[src/rtl/aes128_cipher_top.sv]
// ---------------------------------------------------------------------------
// aes128_cipher_top
//
// Iterative AES-128 encryption engine that computes one round per clock.
// A single-cycle load strobe captures the key and the plaintext. Eleven
// clocks after the load edge, text_out holds the ciphertext and done pulses
// for that one cycle. After done the key schedule and the state keep
// running, so text_out holds the ciphertext only on the done cycle.
//
// Ports
//   clk      : sole clock, rising edge
//   rst      : synchronous active-low reset, clears the round counter only
//   ld       : load strobe, starts or restarts an encryption
//   key      : 128-bit cipher key, sampled when ld = 1
//   text_in  : 128-bit plaintext, sampled when ld = 1
//   done     : registered one-cycle pulse marking text_out valid
//   text_out : registered final-round output, updated every clock
//
// Byte order is column-major: state byte s[r][c] sits at bits
// [127-8*(4c+r) -: 8]. Round-key word w0 is bits [127:96].
// ---------------------------------------------------------------------------

// Forward AES S-box as a constant lookup table. Entry n sits at bits
// [2047-8n -: 8], so the top bit of entry a is {~a, 3'b111}.
module aes_sbox (
  input  logic [7:0] a,
  output logic [7:0] y
);

  localparam logic [2047:0] SBOX_TABLE = {
    128'h637c777bf26b6fc53001672bfed7ab76,
    128'hca82c97dfa5947f0add4a2af9ca472c0,
    128'hb7fd9326363ff7cc34a5e5f171d83115,
    128'h04c723c31896059a071280e2eb27b275,
    128'h09832c1a1b6e5aa0523bd6b329e32f84,
    128'h53d100ed20fcb15b6acbbe394a4c58cf,
    128'hd0efaafb434d338545f9027f503c9fa8,
    128'h51a3408f929d38f5bcb6da2110fff3d2,
    128'hcd0c13ec5f974417c4a77e3d645d1973,
    128'h60814fdc222a908846eeb814de5e0bdb,
    128'he0323a0a4906245cc2d3ac629195e479,
    128'he7c8376d8dd54ea96c56f4ea657aae08,
    128'hba78252e1ca6b4c6e8dd741f4bbd8b8a,
    128'h703eb5664803f60e613557b986c11d9e,
    128'he1f8981169d98e949b1e87e9ce5528df,
    128'h8ca1890dbfe6426841992d0fb054bb16
  };

  assign y = SBOX_TABLE[{~a, 3'b111} -: 8];

endmodule

module aes128_cipher_top (
  input  logic         clk,
  input  logic         rst,
  input  logic         ld,
  input  logic [127:0] key,
  input  logic [127:0] text_in,
  output logic         done,
  output logic [127:0] text_out
);

  // Multiply by x in GF(2^8) with the AES reduction polynomial.
  function automatic logic [7:0] xtime(input logic [7:0] b);
    xtime = {b[6:0], 1'b0} ^ (b[7] ? 8'h1b : 8'h00);
  endfunction

  // Row r is rotated left by r positions.
  function automatic logic [127:0] shift_rows(input logic [127:0] s);
    logic [127:0] o;
    o = '0;
    for (int c = 0; c < 4; c++) begin
      for (int r = 0; r < 4; r++) begin
        o[127-8*(4*c+r) -: 8] = s[127-8*(4*((c+r)%4)+r) -: 8];
      end
    end
    shift_rows = o;
  endfunction

  // Each column is multiplied by the fixed polynomial {03}x^3+{01}x^2+{01}x+{02}.
  function automatic logic [127:0] mix_columns(input logic [127:0] s);
    logic [127:0] o;
    logic [7:0]   a0, a1, a2, a3;
    o = '0;
    for (int c = 0; c < 4; c++) begin
      a0 = s[127-32*c -: 8];
      a1 = s[119-32*c -: 8];
      a2 = s[111-32*c -: 8];
      a3 = s[103-32*c -: 8];
      o[127-32*c -: 8] = xtime(a0) ^ xtime(a1) ^ a1 ^ a2 ^ a3;
      o[119-32*c -: 8] = a0 ^ xtime(a1) ^ xtime(a2) ^ a2 ^ a3;
      o[111-32*c -: 8] = a0 ^ a1 ^ xtime(a2) ^ xtime(a3) ^ a3;
      o[103-32*c -: 8] = xtime(a0) ^ a0 ^ a1 ^ a2 ^ xtime(a3);
    end
    mix_columns = o;
  endfunction

  // Round constant for a given round-counter value. Values past the tenth
  // round yield zero, so the schedule keeps running without a constant.
  function automatic logic [7:0] rc_byte(input logic [3:0] n);
    case (n)
      4'd0:    rc_byte = 8'h01;
      4'd1:    rc_byte = 8'h02;
      4'd2:    rc_byte = 8'h04;
      4'd3:    rc_byte = 8'h08;
      4'd4:    rc_byte = 8'h10;
      4'd5:    rc_byte = 8'h20;
      4'd6:    rc_byte = 8'h40;
      4'd7:    rc_byte = 8'h80;
      4'd8:    rc_byte = 8'h1b;
      4'd9:    rc_byte = 8'h36;
      default: rc_byte = 8'h00;
    endcase
  endfunction

  logic [3:0]   dcnt_q, dcnt_d;
  logic [127:0] text_in_r_q, text_in_r_d;
  logic         ld_r_q, ld_r_d;
  logic [127:0] sa_q, sa_d;
  logic [127:0] w_q, w_d;
  logic [3:0]   rcnt_q, rcnt_d;
  logic [31:0]  rcon_q, rcon_d;
  logic         done_q, done_d;
  logic [127:0] text_out_q, text_out_d;

  logic [127:0] sub_bytes;
  logic [127:0] shifted;
  logic [31:0]  rot_word;
  logic [31:0]  sub_word;
  logic [31:0]  w0_n, w1_n, w2_n, w3_n;

  // Sixteen S-boxes substitute every state byte.
  for (genvar i = 0; i < 16; i++) begin : g_state_sbox
    aes_sbox u_sbox (
      .a (sa_q[127-8*i -: 8]),
      .y (sub_bytes[127-8*i -: 8])
    );
  end

  // RotWord moves the top byte of w3 to the bottom. Four S-boxes then
  // substitute the rotated word.
  assign rot_word = {w_q[23:0], w_q[31:24]};

  for (genvar i = 0; i < 4; i++) begin : g_key_sbox
    aes_sbox u_sbox (
      .a (rot_word[31-8*i -: 8]),
      .y (sub_word[31-8*i -: 8])
    );
  end

  assign shifted = shift_rows(sub_bytes);

  // Round datapath and key schedule. The cycle after a load, the state
  // takes the initial AddRoundKey. On every other cycle it takes a full
  // round. text_out always holds the final-round form, which has no
  // MixColumns.
  always_comb begin
    dcnt_d      = dcnt_q;
    text_in_r_d = text_in_r_q;
    ld_r_d      = ld;
    sa_d        = sa_q;
    w_d         = w_q;
    rcnt_d      = rcnt_q;
    rcon_d      = rcon_q;
    done_d      = 1'b0;
    text_out_d  = shifted ^ w_q;
    w0_n        = '0;
    w1_n        = '0;
    w2_n        = '0;
    w3_n        = '0;

    if (ld) begin
      dcnt_d = 4'd11;
    end else if (dcnt_q != 4'd0) begin
      dcnt_d = dcnt_q - 4'd1;
    end

    done_d = (dcnt_q == 4'd1) && !ld;

    if (ld) begin
      text_in_r_d = text_in;
    end

    if (ld_r_q) begin
      sa_d = text_in_r_q ^ w_q;
    end else begin
      sa_d = mix_columns(shifted) ^ w_q;
    end

    w0_n = w_q[127:96] ^ sub_word ^ rcon_q;
    w1_n = w0_n ^ w_q[95:64];
    w2_n = w1_n ^ w_q[63:32];
    w3_n = w2_n ^ w_q[31:0];

    if (ld) begin
      w_d    = key;
      rcnt_d = 4'd0;
      rcon_d = 32'h0100_0000;
    end else begin
      w_d    = {w0_n, w1_n, w2_n, w3_n};
      rcnt_d = rcnt_q + 4'd1;
      rcon_d = {rc_byte(rcnt_q + 4'd1), 24'h00_0000};
    end
  end

  // Only the round counter is reset. A cleared counter can never reach 1,
  // so a reset mid-run suppresses that run's done pulse.
  always_ff @(posedge clk) begin
    if (!rst) begin
      dcnt_q <= 4'd0;
    end else begin
      dcnt_q <= dcnt_d;
    end
  end

  // Data registers have no reset. A load makes their contents meaningful.
  always_ff @(posedge clk) begin
    text_in_r_q <= text_in_r_d;
    ld_r_q      <= ld_r_d;
    sa_q        <= sa_d;
    w_q         <= w_d;
    rcnt_q      <= rcnt_d;
    rcon_q      <= rcon_d;
    done_q      <= done_d;
    text_out_q  <= text_out_d;
  end

  assign done     = done_q;
  assign text_out = text_out_q;

endmodule

[config.mk]
export PLATFORM = sky130hd
export DESIGN_NAME = aes128_cipher_top
export DESIGN_NICKNAME = d
export VERILOG_FILES = /design/src/rtl/aes128_cipher_top.sv
export SDC_FILE = /design/constraint.sdc
export NUM_CORES = 2
export LEC_CHECK = 0
export CAP_MARGIN = 30
export CELL_PAD_IN_SITES_DETAIL_PLACEMENT = 2
export CELL_PAD_IN_SITES_GLOBAL_PLACEMENT = 2
export CORE_ASPECT_RATIO = 2
export CORE_MARGIN = 2
export CORE_UTILIZATION = 30
export CTS_BUF_LIST = sky130_fd_sc_hd__clkbuf_4 sky130_fd_sc_hd__clkbuf_8
export DETAILED_ROUTE_END_ITERATION = 10
export PLACE_DENSITY = 0.73
export SYNTH_ARGS = -nofsm -noshare
export SYNTH_HDL_FRONTEND = slang
export SYNTH_SLANG_ARGS = --single-unit
[constraint.sdc]
create_clock -name clk -period 4.46 [get_ports clk]
set_input_delay 0.892 -clock clk [delete_from_list [all_inputs] [get_ports clk]]
set_output_delay 0.892 -clock clk [all_outputs]
set_load 0.005 [all_outputs]
### Yosys cells after proc, flatten, opt, wreduce, memory -nomap -nowiden

Memories as Yosys holds them, arrays and structs flattened. A register that Yosys moved wholly into a read port is not among the register bits.
Index checks and enable logic that the tools add are counted.

| storage, ports and cells | value |
|---|---|
| bits in registers | 546 |
| memory bits (read-only) | 128 |
| output and inout port bits | 129 |
| memories kept | 1 |

Memory list:

| memory | words | bits a word | rd ports | clocked after Yosys merged registers in | write ports | line | source |
|---|---|---|---|---|---|---|---|
| (no name shown) | 16 | 8 | 1 | 1 | 0 | 101 | `case (n)` |

| operators by class | value |
|---|---|
| add/subtract/negate cells | 2 |
| eq/ne operators | 1 |
| shift operators | 20 |
| multiplexer cells | 20 |
| bitwise operators | 109 |
| reductions and logical operators | 5 |

Operator list:

| kind | number |
|---|---|
| variable part select 2055 x 12 -> 8 bit (first input constant) | 20 |
| bitwise XOR 8 bit | 64 |
| bitwise XOR 128 bit | 3 |
| two-way mux 128 bit | 2 |
| NOT 8 bit | 20 |
| bitwise XOR 32 bit | 5 |
| bitwise XOR 8 x 5 -> 8 bit | 16 |
| two-way mux 5 bit | 16 |
| two-way mux 4 bit | 2 |
| adder 4 x 1 -> 4 bit (second input constant) | 1 |
| == test 4 x 1 -> 1 bit (second input constant) | 1 |
| nonzero test 4 bit | 1 |
| subtractor 4 x 1 -> 4 bit (second input constant) | 1 |
| nonzero test 2 bit | 1 |
| OR reduction 2 bit | 1 |
| logical AND 1 bit | 1 |
| logical NOT 1 bit | 1 |
| NOT 1 bit | 1 |

### Longest topological paths before layout

| depth | value |
|---|---|
| depth in word-level cells | 10 |
| depth in mapped cells | 18 |
| mapped depth without buffers | 14 |

### Modules after synthesis

From an unflattened synthesis, not the netlist that was laid out.

| second synthesis, totals | value |
|---|---|
| cell total of the unflattened synthesis | 12,841 |
| area total of the unflattened synthesis | 92,987.9 µm² |

By module, submodules not included:

| module | times used | cells an instance | area each (µm²) | sequential area each (µm²) |
|---|---|---|---|---|
| aes_sbox | 20 | 551 | 3,435.8 | 0.0 |
| aes128_cipher_top | 1 | 1,821 | 24,272.0 | 11,891.4 |

### Worst setup path after synthesis

No wires, ideal clock.

| timing path | value |
|---|---|
| path kind | register to register |
| from | reg sa_q[113] |
| to | reg sa_q[27] |
| library setup time | 0.127 ns |
| arrival time | 4.326 ns |
| data required time | 4.333 ns |
| setup slack | 0.006 ns |
| cell stages (with the launch flop) | 16 |
| buffers on the path | 3 |
| clock period less this slack | 4.454 ns |
| cells stage by stage | dfxtp_1 > buf_2 > buf_2 > clkbuf_1 > inv_1 > ha_1 > or3b_2 > a21o_1 > a31o_2 > mux4_2 > a22o_2 > xor2_1 > xor2_1 > xnor3_1 > mux2i_1 > xnor2_1 |

| between the ends | value |
|---|---|
| word-level cells in the longest chain between the ends | 10 |

RTL lines:

| what | line | source |
|---|---|---|
| from (decl) | 119 | `logic [127:0] sa_q, sa_d;` |
| from (signal assigned) | 220 | `sa_q <= sa_d;` |
| NOT 8 bit * | 49 | `assign y = SBOX_TABLE[{~a, 3'b111} -: 8];` |
| variable part select 2055 x 12 -> 8 bit * | 49 |  |
| two-way mux 5 bit | 65 | `xtime = {b[6:0], 1'b0} ^ (b[7] ? 8'h1b : 8'h00);` |
| bitwise XOR 8 x 5 -> 8 bit | 65 |  |
| bitwise XOR 8 bit | 90 | `o[127-32*c -: 8] = xtime(a0) ^ xtime(a1) ^ a1 ^ a2 ^ a3;` |
| bitwise XOR 8 bit * (3 in series) | 90 |  |
| bitwise XOR 128 bit * | 187 | `sa_d = mix_columns(shifted) ^ w_q;` |
| two-way mux 128 bit * | 184 | `if (ld_r_q) begin` |
| net sa_d[27] | 119 |  |

Mark *: on every way through the listed nets, which the timed path passes. The rest lies on a longest branch.
A chain may end at the register's enable or synchronous reset.

### Worst setup path in the final report

| timing path | value |
|---|---|
| from | reg sa_q[73] |
| to | reg sa_q[16] |

| between the ends | value |
|---|---|
| word-level cells in the longest chain between the ends | 9 |

RTL lines:

| what | line | source |
|---|---|---|
| NOT 8 bit * | 49 |  |
| variable part select 2055 x 12 -> 8 bit * | 49 |  |
| two-way mux 5 bit | 65 |  |
| bitwise XOR 8 x 5 -> 8 bit | 65 |  |
| bitwise XOR 8 bit | 91 | `o[119-32*c -: 8] = a0 ^ xtime(a1) ^ xtime(a2) ^ a2 ^ a3;` |
| bitwise XOR 8 bit * (2 in series) | 91 |  |
| bitwise XOR 128 bit * | 187 |  |
| two-way mux 128 bit * | 184 |  |
| net sa_d[16] | 119 |  |

Marks and branches as above.

==> impl_metrics.json <==
{
  "die_height_um": 787,
  "fin_cells": 17900,
  "grt_usage_pct": 47.3,
  "status": "complete, but fails checks",
  "skew_ps": 82.9,
  "cts_htree_levels": 3,
  "avgRoutedWirePerCell_um": 42.9,
  "nets": 14300,
  "first_iter_violations": 13200,
  "clkSinkCount": 530,
  "ys_seq_area_share_pct": 12.9,
  "whs_ps": 497,
  "worst_pin_slew_ps": 1710,
  "synthesis.nets": 13100,
  "fin_crit_sh_pct": 122,
  "placedCellCount": 17600,
  "portBuffers": 387,
  "clk_latency_ps": 970,
  "synth_flop_cell": "dfxtp_1",
  "finalSetupViolCount": 16,
  "row_count": 287,
  "critical_path_class": "reg2reg",
  "drive_gt1_share_pct": 23.6,
  "grt_pass1_vias": 130000,
  "cts_tree": "yes",
  "drv_slew": 2,
  "avgSynthCellArea_um2": 7.35,
  "rsz0062_at_grt": "yes",
  "setup_tns_ps": -1710,
  "min_period_ps": 5440,
  "async_reset_ff_share_pct": 0,
  "violations": "capacitance limit, slew limit, setup timing",
  "gp_congestion": 1.13,
  "yosysWarnings": 0,
  "io_pins": 388,
  "syn2layout_area_growth_pct": 27.3,
  "dpl.hpwl_um": 600000,
  "vias": 123000,
  "grt_max_degree": 123,
  "syn_inst": 12500,
  "placed_area_um2": 113000,
  "finalHoldViolations": 0,
  "grt_pass1_wl_um": 1060000,
  "max-cap-violations": 1,
  "core_um2": 305000,
  "synth.cell_area_um2": 92000,
  "die_x_um": 396,
  "critPathLaunchType": "flop",
  "cts_buffers": 104,
  "die_area_um2": 312000,
  "antenna_found_initial": 99,
  "cts-root-buf": "clkbuf_8",
  "drt.antenna.violating_nets": 0,
  "cts_buffer_depth": 3,
  "drtPass1Iterations": 7,
  "synth-seq-cells": 530,
  "setup.worst_path.end_class": "flop",
  "synth_edf_count": 128,
  "worstPathMaxFanout": 15,
  "required_ps": 5210,
  "ys_types": 125,
  "start_util_pct": 30.2,
  "drc": 0,
  "finalInstanceArea_um2": 117000,
  "clock.fmax_mhz": 184,
  "grt_overflow": 0,
  "min_path_type": "in2reg",
  "crit_arrival_ps": 6190,
  "clk_pin_slew_ps": 70,
  "avgViaCountPerCell": 6.87,
  "relSlewSlack_pct": -16.9,
  "setup_slack_ps": -980,
  "wl_um": 769000
}
[metal layers]
| metal | GRT usage, % | share of wire [%] | wire length (µm) | up-vias |
|---|---|---|---|---|
| met4 | 51.2 | 13 | 103000 | 50 |
| met2 | 78.5 | 47 | 359000 | 7862 |
| met5 | 0.264 | 0.044 | 340 | - |
| met3 | 11.6 | 7.6 | 58600 | 3876 |
| met1 | 46.0 | 32 | 248000 | 61800 |
| li1 | - | - | - | 49600 |
[cell usage in the layout (no fill, tap or decap), types with 89 or more instances in the layout]
cell,instances
o21ai_0,994
mux4_2,210
o311ai_0,187
inv_1,186
o31ai_1,125
or2_2,112
mux2i_1,208
xnor3_1,89
o221ai_1,95
buf_4,1985
and3_1,94
o211ai_1,267
dfxtp_1,333
mux2_2,93
clkdlybuf4s50_1,386
buf_12,162
a211oi_1,267
a311oi_1,167
or3_1,98
xnor2_1,419
nor2_1,779
edfxtp_1,128
nand3_1,390
ha_1,250
nand2b_1,459
a21oi_1,877
nand2_1,955
clkbuf_8,122
a31oi_1,246
and2_1,139
nor2b_1,380
xor2_1,210
nor3_1,367
[kinds of logic after synthesis]
kind of cell / after synthesis / synth area share, %
muxes: 517 / 8.61
adders and majority gates: 300 / 4.08
buffers and inverters: 1685 / 8.17
xor gates and xnor gates: 780 / 9.22
DFF: 530 / 12.9
and+or+nand+nor: 4179 / 23.1
AOI/OAI and AO/OA: 4528 / 34.0
[final cells by class]
type,instances,area [µm²]
diodes,64,160
clock buffers,152,1900
clock inverters,44,632
fillers,35200,188000
inverters,235,906
multi-input cells,10300,74000
flip-flops and latches,530,12100
well taps,4046,5060
repair buffers,2564,22500
[final timing paths]
check	startpoint	endpoint	slack, ps	cells after the start
setup / recovery	sa_q[73]$_DFF_P_	sa_q[16]$_DFF_P_	-980	18
hold / removal	text_in[120]	text_in_r_q[120]$_DFFE_PP_	500	1
setup reg to reg	sa_q[73]$_DFF_P_	sa_q[16]$_DFF_P_	-980	18
hold reg to reg	rcnt_q[0]$_SDFF_PP0_	rcnt_q[0]$_SDFF_PP0_	530	1
[synth_stat cells, types with 103 or more instances]
cell	instances	area share (%)
buf_2	454	2.5
inv_1	193	0.79
dfxtp_1	402	8.7
a21oi_1	884	4.8
nand2b_1	467	3.2
edfxtp_1	128	4.2
nand3_1	392	2.1
a311oi_1	175	1.7
nor3_1	371	2.0
nor2b_1	400	2.7
xnor2_1	437	4.2
nand2_1	961	3.9
ha_1	300	4.1
a31oi_1	248	1.7
mux4_2	210	5.1
buf_4	116	0.95
o31ai_1	132	1.1
buf_1	103	0.42
nor2_1	799	3.3
o311ai_0	197	1.9
and2_1	138	0.94
clkbuf_1	750	3.1
xor2_1	222	2.1
o211ai_1	267	2.2
a211oi_1	276	2.3
o21ai_0	1011	5.5
mux2i_1	213	2.3
or2_2	114	0.77
[through the flow]
| step | setup slack (ps) | utilization, % |
|---|---|---|
| global placement | -920 | 36.9 |
| floorplan | 6.27 | - |
| CTS | -29.0 | 37.9 |
| finish | -980 | 38.4 |
| global route | -931 | 38.4 |
| detailed placement | -1030 | 36.9 |
[sequential cells by signal (all words and copies together), names as in the netlist]
signal,flops
sa_q,128
text_in_r_q,128
text_out,128
w_q,128
rcon_q,8
dcnt_q,4
rcnt_q,4
done,1
ld_r_q,1
[what timing repair did]
item	CTS	global route
setup endpoints to repair	87	113
gates resized for setup	96	226
cloned	0	1
pin swaps	5	18
endpoints found under the hold margin	0	0
hold buffers	0	0
setup buffers	5	23
[worst max-delay path: stages, from the launching register on]
cell,delay (ps)
dfxtp_1,330
buf_12,160
inv_2,150
ha_1,570
buf_12,210
and2_1,160
nor2_1,50
mux4_2,450
a211oi_1,250
buf_4,250
a211oi_4,90
buf_4,190
xnor2_4,300
buf_4,190
buf_4,120
xnor2_1,140
xnor2_1,100
mux2i_1,1290
xnor2_1,220
Power is left out: the tool's default activity adds up to more than one toggle a clock period on the data nets, which glitch-free logic cannot reach.
